==> src/rtl/fifo_pkg.sv <==
// Shared defaults, width helper and count type for the fifo_sync_prog FIFO family.
package fifo_pkg;

    localparam int unsigned DefaultWidth = 16;
    localparam int unsigned DefaultDepth = 8;

    // Width able to hold every occupancy value 0..depth inclusive.
    function automatic int unsigned cnt_width(input int unsigned depth);
        return $clog2(depth + 1);
    endfunction

    localparam int unsigned DefaultCntW = cnt_width(DefaultDepth);

    typedef logic [DefaultCntW-1:0] count_t;

endpackage

==> src/rtl/fifo_mem.sv <==
// Simple dual-port register array: one synchronous write port, one combinational read port.
module fifo_mem #(
    parameter int unsigned WIDTH = 16,
    parameter int unsigned DEPTH = 8,
    parameter int unsigned AW    = $clog2(DEPTH)
) (
    input  logic             clk,
    input  logic             i_wr_en,
    input  logic [AW-1:0]    i_wr_addr,
    input  logic [WIDTH-1:0] i_wr_data,
    input  logic [AW-1:0]    i_rd_addr,
    output logic [WIDTH-1:0] o_rd_data
);

    logic [WIDTH-1:0] r_mem [DEPTH];

    // No reset: contents are only observable after being written.
    always_ff @(posedge clk) begin
        if (i_wr_en) begin
            r_mem[i_wr_addr] <= i_wr_data;
        end
    end

    assign o_rd_data = r_mem[i_rd_addr];

endmodule

==> src/rtl/fifo_sync_prog.sv <==
// Synchronous FIFO with occupancy count, live thresholds, flush and high-water mark.
// Define FIFO_FWFT_EN for first-word-fall-through output; otherwise data_out is a registered read.
module fifo_sync_prog
    import fifo_pkg::*;
#(
    parameter int unsigned FIFO_WIDTH = DefaultWidth,
    parameter int unsigned FIFO_DEPTH = DefaultDepth,
    parameter int unsigned CNT_W      = cnt_width(FIFO_DEPTH)
) (
    input  logic                  clk,
    input  logic                  rst_n,
    input  logic [FIFO_WIDTH-1:0] data_in,
    input  logic                  wr_en,
    input  logic                  rd_en,
    input  logic                  flush,
    input  logic [CNT_W-1:0]      af_thresh,
    input  logic [CNT_W-1:0]      ae_thresh,
    output logic [FIFO_WIDTH-1:0] data_out,
    output logic                  wr_ack,
    output logic                  overflow,
    output logic                  underflow,
    output logic                  full,
    output logic                  empty,
    output logic                  almostfull,
    output logic                  almostempty,
    output logic [CNT_W-1:0]      count,
    output logic [CNT_W-1:0]      high_water
);

    localparam int unsigned            PTR_W    = $clog2(FIFO_DEPTH);
    localparam logic [PTR_W-1:0]       LastPtr  = PTR_W'(FIFO_DEPTH - 1);
    localparam logic [CNT_W-1:0]       DepthCnt = CNT_W'(FIFO_DEPTH);

    logic [PTR_W-1:0]      r_wr_ptr, r_rd_ptr;
    logic [CNT_W-1:0]      r_count, r_high_water;
    logic                  r_wr_ack, r_overflow, r_underflow;
    logic [FIFO_WIDTH-1:0] r_data_out;

    logic [PTR_W-1:0]      w_wr_ptr_nxt, w_rd_ptr_nxt;
    logic [CNT_W-1:0]      w_count_nxt, w_high_water_nxt;
    logic                  w_wr_acc, w_rd_acc, w_full, w_empty;
    logic [FIFO_WIDTH-1:0] w_rd_data;

    // Explicit wrap so non-power-of-2 depths work.
    function automatic logic [PTR_W-1:0] ptr_inc(input logic [PTR_W-1:0] ptr);
        return (ptr == LastPtr) ? '0 : ptr + PTR_W'(1);
    endfunction

    assign w_full  = (r_count == DepthCnt);
    assign w_empty = (r_count == '0);

    always_comb begin
        w_rd_acc         = rd_en && !w_empty && !flush;
        w_wr_acc         = wr_en && (!w_full || w_rd_acc) && !flush;
        w_wr_ptr_nxt     = r_wr_ptr;
        w_rd_ptr_nxt     = r_rd_ptr;
        w_count_nxt      = r_count;
        w_high_water_nxt = r_high_water;
        if (flush) begin
            w_wr_ptr_nxt     = '0;
            w_rd_ptr_nxt     = '0;
            w_count_nxt      = '0;
            w_high_water_nxt = '0;
        end else begin
            if (w_wr_acc) w_wr_ptr_nxt = ptr_inc(r_wr_ptr);
            if (w_rd_acc) w_rd_ptr_nxt = ptr_inc(r_rd_ptr);
            case ({w_wr_acc, w_rd_acc})
                2'b10:   w_count_nxt = r_count + CNT_W'(1);
                2'b01:   w_count_nxt = r_count - CNT_W'(1);
                default: w_count_nxt = r_count;
            endcase
            // Count never exceeds FIFO_DEPTH, so this saturates on its own.
            if (w_count_nxt > r_high_water) w_high_water_nxt = w_count_nxt;
        end
    end

    always_ff @(posedge clk or negedge rst_n) begin
        if (!rst_n) begin
            r_wr_ptr     <= '0;
            r_rd_ptr     <= '0;
            r_count      <= '0;
            r_high_water <= '0;
            r_wr_ack     <= 1'b0;
            r_overflow   <= 1'b0;
            r_underflow  <= 1'b0;
        end else begin
            r_wr_ptr     <= w_wr_ptr_nxt;
            r_rd_ptr     <= w_rd_ptr_nxt;
            r_count      <= w_count_nxt;
            r_high_water <= w_high_water_nxt;
            r_wr_ack     <= w_wr_acc;
            r_overflow   <= wr_en && !flush && !w_wr_acc;
            r_underflow  <= rd_en && !flush && !w_rd_acc;
        end
    end

    fifo_mem #(
        .WIDTH (FIFO_WIDTH),
        .DEPTH (FIFO_DEPTH),
        .AW    (PTR_W)
    ) u_mem (
        .clk       (clk),
        .i_wr_en   (w_wr_acc),
        .i_wr_addr (r_wr_ptr),
        .i_wr_data (data_in),
        .i_rd_addr (r_rd_ptr),
        .o_rd_data (w_rd_data)
    );

`ifdef FIFO_FWFT_EN
    // Track the presented head so the output stays stable once the FIFO empties.
    always_ff @(posedge clk or negedge rst_n) begin
        if (!rst_n) begin
            r_data_out <= '0;
        end else if (!w_empty) begin
            r_data_out <= w_rd_data;
        end
    end

    assign data_out = w_empty ? r_data_out : w_rd_data;
`else
    always_ff @(posedge clk or negedge rst_n) begin
        if (!rst_n) begin
            r_data_out <= '0;
        end else if (w_rd_acc) begin
            r_data_out <= w_rd_data;
        end
    end

    assign data_out = r_data_out;
`endif

    assign wr_ack      = r_wr_ack;
    assign overflow    = r_overflow;
    assign underflow   = r_underflow;
    assign full        = w_full;
    assign empty       = w_empty;
    assign almostfull  = (r_count >= af_thresh);
    assign almostempty = (r_count <= ae_thresh);
    assign count       = r_count;
    assign high_water  = r_high_water;

endmodule
==> config.mk <==
export PLATFORM = sky130hd
export DESIGN_NAME = fifo_sync_prog
export DESIGN_NICKNAME = d
export VERILOG_FILES = /design/src/rtl/fifo_pkg.sv /design/src/rtl/fifo_mem.sv /design/src/rtl/fifo_sync_prog.sv
export SDC_FILE = /design/constraint.sdc
export NUM_CORES = 1
export LEC_CHECK = 0
export CAP_MARGIN = 20
export CORE_ASPECT_RATIO = 0.7
export CORE_MARGIN = 8
export CORE_UTILIZATION = 57
export CTS_CLUSTER_SIZE = 16
export DETAILED_ROUTE_END_ITERATION = 8
export PLACE_DENSITY = 0.8
export SLEW_MARGIN = 20
export SYNTH_ARGS = -nofsm -noshare
export SYNTH_HDL_FRONTEND = slang
export SYNTH_SLANG_ARGS = --single-unit
export TNS_END_PERCENT = 1
==> constraint.sdc <==
create_clock -name clk -period 4.75 [get_ports clk]
set_input_delay 0.7125 -clock clk [delete_from_list [all_inputs] [get_ports clk]]
set_output_delay 0.7125 -clock clk [all_outputs]
set_load 0.005 [all_outputs]
Yosys cells after proc, flatten, opt, wreduce, memory -nomap -nowiden
Memory sizes are Yosys's and may differ from the RTL's. A register that Yosys moved wholly into a read port is not among the register bits.
Cells that the tools add are included.
Widths: inputs -> output; s select.
- flip-flop bits (word level): 17
- RAM bits: 128
- output and inout bits: 31
- word-level logic and storage cells: 52
- memories: 1
- add/sub/neg operators: 4
- $lt $le $gt $ge: 3
- equal/unequal tests: 5
- mux-type cells: 13
- reductions and logical operators: 19
- memories (name ; depth ; bits a word ; read ports ; clocked after memory_dff ; write ports ; RTL line ; RTL):
    u_mem.r_mem ; 8 ; 16 ; 1 ; 1 ; 1 ; fifo_mem.sv:15 ; logic [WIDTH-1:0] r_mem [DEPTH];
- operators with widths (kind ; count):
    $mux 3 ; 6
    $mux 4 ; 4
    $logic_and 1x1->1 ; 8
    $pmux 4 s2 ; 1
    $add 3x1->3 const B ; 2
    $eq 3x3->1 const B ; 2
    $logic_not 1->1 ; 6
    $reduce_bool 2->1 ; 3
    $add 4x1->4 const B ; 1
    $eq 4x4->1 const B ; 1
    $ge 4x4->1 ; 1
    $gt 4x4->1 ; 1
    $le 4x4->1 ; 1
    $logic_not 4->1 ; 1
    $sub 4x1->4 const B ; 1
    $eq 2x1->1 const B ; 1
    $eq 2x2->1 const B ; 1
    $mux 1 ; 2
    $logic_or 1x1->1 ; 1

Depth between registers and ports, before layout
- word-level depth: 13
- mapped depth: 16
- gate-level depth less buffers: 16

Modules after synthesis
Synthesis repeated with hierarchy kept, for this count alone.
- cells, all modules: 350
- area total of the unflattened synthesis: 6764.0 µm²
- by module, submodules not included (module ; instances ; cells each ; area an instance (µm²) ; sequential area each (µm²)):
    fifo_mem ; 1 ; 198 ; 4973.5 ; 3843.7
    fifo_sync_prog ; 1 ; 152 ; 1790.5 ; 825.8

Worst setup path after synthesis
No wires, ideal clock.
- kind: register to register
- start point: register r_count[3], in the netlist count[3]
- end point: register r_high_water[0], in the netlist high_water[0]
- library setup time: 0.132 ns
- arrival time: 3.621 ns
- required time: 4.618 ns
- path slack: 0.997 ns
- stages on the path, launching flop included: 17
- buffers on the path: 1
- clock period less this slack: 3.753 ns
- cell sequence: dfrtp_1 -> or4_4 -> nand2_4 -> nor2_2 -> buf_6 -> ha_1 -> ha_1 -> a21oi_1 -> a21boi_0 -> nor3_1 -> xnor2_1 -> inv_1 -> ha_1 -> and4_1 -> a21oi_1 -> mux2i_1 -> nor2_1
- cells in the longest elaborated chain, start to end: 12
- ends and longest elaborated chain (item ; RTL line ; RTL):
    start: declaration ; fifo_sync_prog.sv:35 ; logic [CNT_W-1:0] r_count, r_high_water;
    start signal: assignment ; fifo_sync_prog.sv:89 ; r_count <= w_count_nxt;
    $logic_not 4->1 ; fifo_sync_prog.sv:50 ; assign w_empty = (r_count == '0);
    $logic_not 1->1 ; fifo_sync_prog.sv:53 ; w_rd_acc = rd_en && !w_empty && !flush;
    $logic_and 1x1->1 (2 in series) ; fifo_sync_prog.sv:53 ;
    $logic_or 1x1->1 ; fifo_sync_prog.sv:54 ; w_wr_acc = wr_en && (!w_full || w_rd_acc) && !flush;
    $logic_and 1x1->1 (2 in series) ; fifo_sync_prog.sv:54 ;
    $eq 2x1->1 / $eq 2x2->1 (equally long branches) ; fifo_sync_prog.sv:67 ; case ({w_wr_acc, w_rd_acc})
    $pmux 4 s2 * ; fifo_sync_prog.sv:67 ;
    $mux 4 * ; fifo_sync_prog.sv:59 ; if (flush) begin
    $gt 4x4->1 / $mux 4 (equally long branches) ; fifo_sync_prog.sv:73 ; if (w_count_nxt > r_high_water) w_high_water_nxt = w_count_nxt;
    $reduce_bool 2->1 (no line) / $mux 4 (equally long branches) ; - ;
    end signal: assignment ; fifo_sync_prog.sv:90 ; r_high_water <= w_high_water_nxt;
    end: declaration ; fifo_sync_prog.sv:35 ;
Mark *: on every way between the ends. The rest lies on a longest branch, timed or not. The select of a mux whose other input is x is not followed.
A chain may end at the register's enable or synchronous reset.

Worst setup path after layout
- start point: register r_count[1], in the netlist count[1]
- end point: register r_high_water[3], in the netlist high_water[3]
- cells in the longest elaborated chain, start to end: 12
- ends and longest elaborated chain (item ; RTL line ; RTL):
    $logic_not 4->1 ; fifo_sync_prog.sv:50 ;
    $logic_not 1->1 ; fifo_sync_prog.sv:53 ;
    $logic_and 1x1->1 (2 in series) ; fifo_sync_prog.sv:53 ;
    $logic_or 1x1->1 * ; fifo_sync_prog.sv:54 ;
    $logic_and 1x1->1 * (2 in series) ; fifo_sync_prog.sv:54 ;
    net u_mem.i_wr_en ; fifo_mem.sv:8 ; input logic i_wr_en,
    $eq 2x1->1 / $eq 2x2->1 (equally long branches) ; fifo_sync_prog.sv:67 ;
    $pmux 4 s2 * ; fifo_sync_prog.sv:67 ;
    $mux 4 * ; fifo_sync_prog.sv:59 ;
    $gt 4x4->1 / $mux 4 (equally long branches) ; fifo_sync_prog.sv:73 ;
    $reduce_bool 2->1 (no line) / $mux 4 (equally long branches) ; - ;
The timed path passes the listed nets; every way through them passes the cells marked *. The select of a mux whose other input is x is not followed.

==> results.ini <==
[floorplanning]
die_x_um = 144.5
area_of_the_die_um2 = 15310
rows = 33
fp.coreArea_um2 = 11480
initial_standard_cell_utilization_of_the_core_pct = 57.38
ioPinCount = 60
die_h_um = 105.9

[global_route]
grt_first_pass_wirelength_um = 19930
residual_overflow_from_global_routing = 0
largest_net_degree_at_the_start_of_global_routing = 36
first_global_vias = 3646
antenna_violations_before_repair = 0
grt_use_total_pct = 17.51

[drt]
drt_drc_violations_left = 0
detailedRoute.firstPassIterationCount = 4
via_count = 3427
ant_nets = 0
drtIter0Drc = 224
detail_route.vias_per_cell = 5.627
totalWireLength_um = 12630
post_drt_wl_per_cell_um = 20.74

[clock_network]
num_clock_sinks = 161
setup_fix_buffers_added_after_clock_tree_synthesis = 0
cts_tree = built
clkSlewWorstSetupHoldPaths_ns = 0.06
cts_buffer_depth = 2
clk_latency_ns = 0.41
tritoncts.num_buffers = 17
post_cts_hold_buffer_count = 0
ctsRootBufferMaster = sky130_fd_sc_hd__clkbuf_16
cts_max_level = 4
cts.repair.resized = 0

[timing]
holdWs_ns = 0.3905
timing.final.max_slew_violations = 0
worst_rel_slew_slack_pct = 32.56
unrepaired_setup_endpoints_after_global_routing = no
achievable-frequency_mhz = 239.0
setup_viol = 0
hold_fails_final_rpt = 0
worst_slew_pin_slew_ns = 1.008
fin_worst_skew_ns = 0.008280
setup_tns_ns = 0
period_share_pct = 88.08
post-route-min-period_ns = 4.184

[placement]
io_buffers = 59
routability_congestion_estimate_from_global_placement = 0.7733
place_area_um2 = 7348
post_dp_hpwl_um = 7481

[synthesis]
synth_compound_area_share_pct = 2.945
synth.cells.most_frequent = sky130_fd_sc_hd__edfxtp_1, sky130_fd_sc_hd__nor2_1, sky130_fd_sc_hd__dfrtp_1
synthAdderAreaFrac_pct = 3.913
post-synth-top-area-fraction_pct = 58.36
synth_edf_count = 128
syn_inst = 367
synthesis.area_um2 = 6586
mux_share_of_post_synthesis_cell_area_pct = 14.15
synth_top_cells_by_area = sky130_fd_sc_hd__edfxtp_1, sky130_fd_sc_hd__dfrtp_1, sky130_fd_sc_hd__mux4_2
post_synth_xor_area_fraction_pct = 0.3989
synth.most_common_cell = sky130_fd_sc_hd__edfxtp_1
proportion_of_synthesized_flip_flops_having_asynchronous_set_or_reset_pct = 20.50
flops_latches_synth = 161
yosysWarnings = 0
synth_cell_type_count = 36
synth_top_family_by_area = multiplexers
synth.avg_cell_area_um2 = 17.95
synth_nets = 416
postSynth.topFlopCell = sky130_fd_sc_hd__edfxtp_1
seq_area_frac_synth_pct = 70.90
synth_simple_gate_area_share_pct = 5.129
yosys.area.top_type = sky130_fd_sc_hd__edfxtp_1

[worst_setup_path]
reg2reg_from = count[1]
critPathRequiredTime_ns = 5.06
critical-path-max-stage-delay_ns = 0.59
crit_family = compound AO/OA/AOI/OAI gates
rr_endpoint = high_water[3]
timing.reg2reg.setup_slack_ns = 0.57
worstPathArrival_ns = 4.49
critical-path-slowest-cell = sky130_fd_sc_hd__or4b_4
timing.setup.critical_path_class = reg -> reg
critical_path_buf_inv_count = 2
critical_path.startpoint_type = flop
critical_path.max_fanout = 8
cp-end-kind = flop
worst-path-stages = 16
timing.critical_path.mode_cell = sky130_fd_sc_hd__ha_1
timing.critical_path.cells = or4b_4, o21ai_4, nor2_1, inv_1, ha_1, ha_1, a21oi_1, a21boi_0, nor3_1, xnor2_1, inv_1, ha_1, and4_1, a21oi_1, nor2_1, a211oi_1
number_of_cells_traversed_by_the_worst_register_to_register_path = 16

[cells_and_area]
design.final.nets = 488
n_antenna_cell = 0
syn2layout_area_growth_pct = 20.78
finish.instance_area_um2 = 7955
drive_above_1_share_pct = 18.36

[power_and_ir_drop]
report.power.total_w = 0.003622
power.density_nw_per_um2 = 455.3
cellLeakagePower_nw = 2.781
vdd_drop_max_v = 0.0003018

[min_path]
hold_class = in -> async

[outcome]
outcome = finished, final reports clean

[run]
drv.max_cap_violation_count = 0

how the worst max path moves through the flow:
stage | endpoint | from | slack, ns
2_1_floorplan | high_water[0] | count[3] | 1.0
3_3_place_gp | high_water[2] | rd_en | 0.48
3_5_place_dp | high_water[3] | rd_en | 0.23
4_1_cts | high_water[1] | count[1] | 0.58
5_1_grt | high_water[3] | count[1] | 0.17
6_report | high_water[3] | count[1] | 0.57
cell usage in the layout, fill, tap and decap left out, types with 2 or more instances in the layout:
| cell type | count |
|---|---|
| sky130_fd_sc_hd__clkdlybuf4s50_1 | 58 |
| sky130_fd_sc_hd__nand3_1 | 2 |
| sky130_fd_sc_hd__nor3b_1 | 3 |
| sky130_fd_sc_hd__nor2b_1 | 5 |
| sky130_fd_sc_hd__a21oi_1 | 26 |
| sky130_fd_sc_hd__nor2_1 | 34 |
| sky130_fd_sc_hd__nor3_4 | 2 |
| sky130_fd_sc_hd__clkbuf_16 | 17 |
| sky130_fd_sc_hd__dfrtp_2 | 3 |
| sky130_fd_sc_hd__nand2b_1 | 5 |
| sky130_fd_sc_hd__dfrtp_1 | 30 |
| sky130_fd_sc_hd__nand2_1 | 4 |
| sky130_fd_sc_hd__o21ai_0 | 3 |
| sky130_fd_sc_hd__buf_4 | 9 |
| sky130_fd_sc_hd__nor3_1 | 3 |
| sky130_fd_sc_hd__edfxtp_1 | 128 |
| sky130_fd_sc_hd__mux4_2 | 32 |
| sky130_fd_sc_hd__inv_1 | 15 |
| sky130_fd_sc_hd__clkbuf_8 | 3 |
| sky130_fd_sc_hd__mux2i_1 | 20 |
| sky130_fd_sc_hd__xnor2_1 | 2 |
| sky130_fd_sc_hd__bufinv_16 | 3 |
| sky130_fd_sc_hd__ha_1 | 19 |
| sky130_fd_sc_hd__clkinv_2 | 5 |
cells by family after synthesis:
family / after synthesis
DFF: 161
and+or+nand+nor: 66
muxes: 53
AOI/OAI and AO/OA: 34
buffers and inverters: 30
adders and majority gates: 20
xor gates and xnor gates: 3
cell type report:
cell class | instances | area [um2]
sequential | 161 | 4673
fill | 752 | 3523
timing repair buffer | 68 | 653.1
inverter | 15 | 56.30
clock buffer | 21 | 470.5
tap | 157 | 196.4
clock inverter | 11 | 135.1
multi-input combinational | 176 | 1770
per-stage QoR:
stage | instances | util [%] | worst slack (ns)
2_1_floorplan | 367 | - | 0.9973
5_1_grt | 609 | 69.30 | 0.1720
4_1_cts | 609 | 69.29 | 0.5768
3_5_place_dp | 577 | 64.02 | 0.2332
3_3_place_gp | 577 | 64.02 | 0.4846
6_report | 609 | 69.30 | 0.5662
routing by layer:
metal  share of wire (%)  track usage [%]  vias up
li1                    -                -     1566
met1                  43            23.51     1743
met2                  50            28.09      108
met3                 6.7            4.073       10
met4                0.61            5.477        0
met5                   0                0        -
flip-flops by register name, summed over array words and instances (netlist names):
name         count
r_rd_ptr         3
count            4
underflow        1
overflow         1
r_wr_ptr         3
high_water       4
wr_ack           1
u_mem.r_mem    128
data_out        16
power breakdown:
part / internal [W] / leakage (nW) / switching, W
sequential: 0.00162 / 1.56 / 0.0000615
clock: 0.000862 / 0.300 / 0.000506
combinational: 0.000328 / 0.920 / 0.000242
Note: power is estimated with default switching activity, not from simulation.
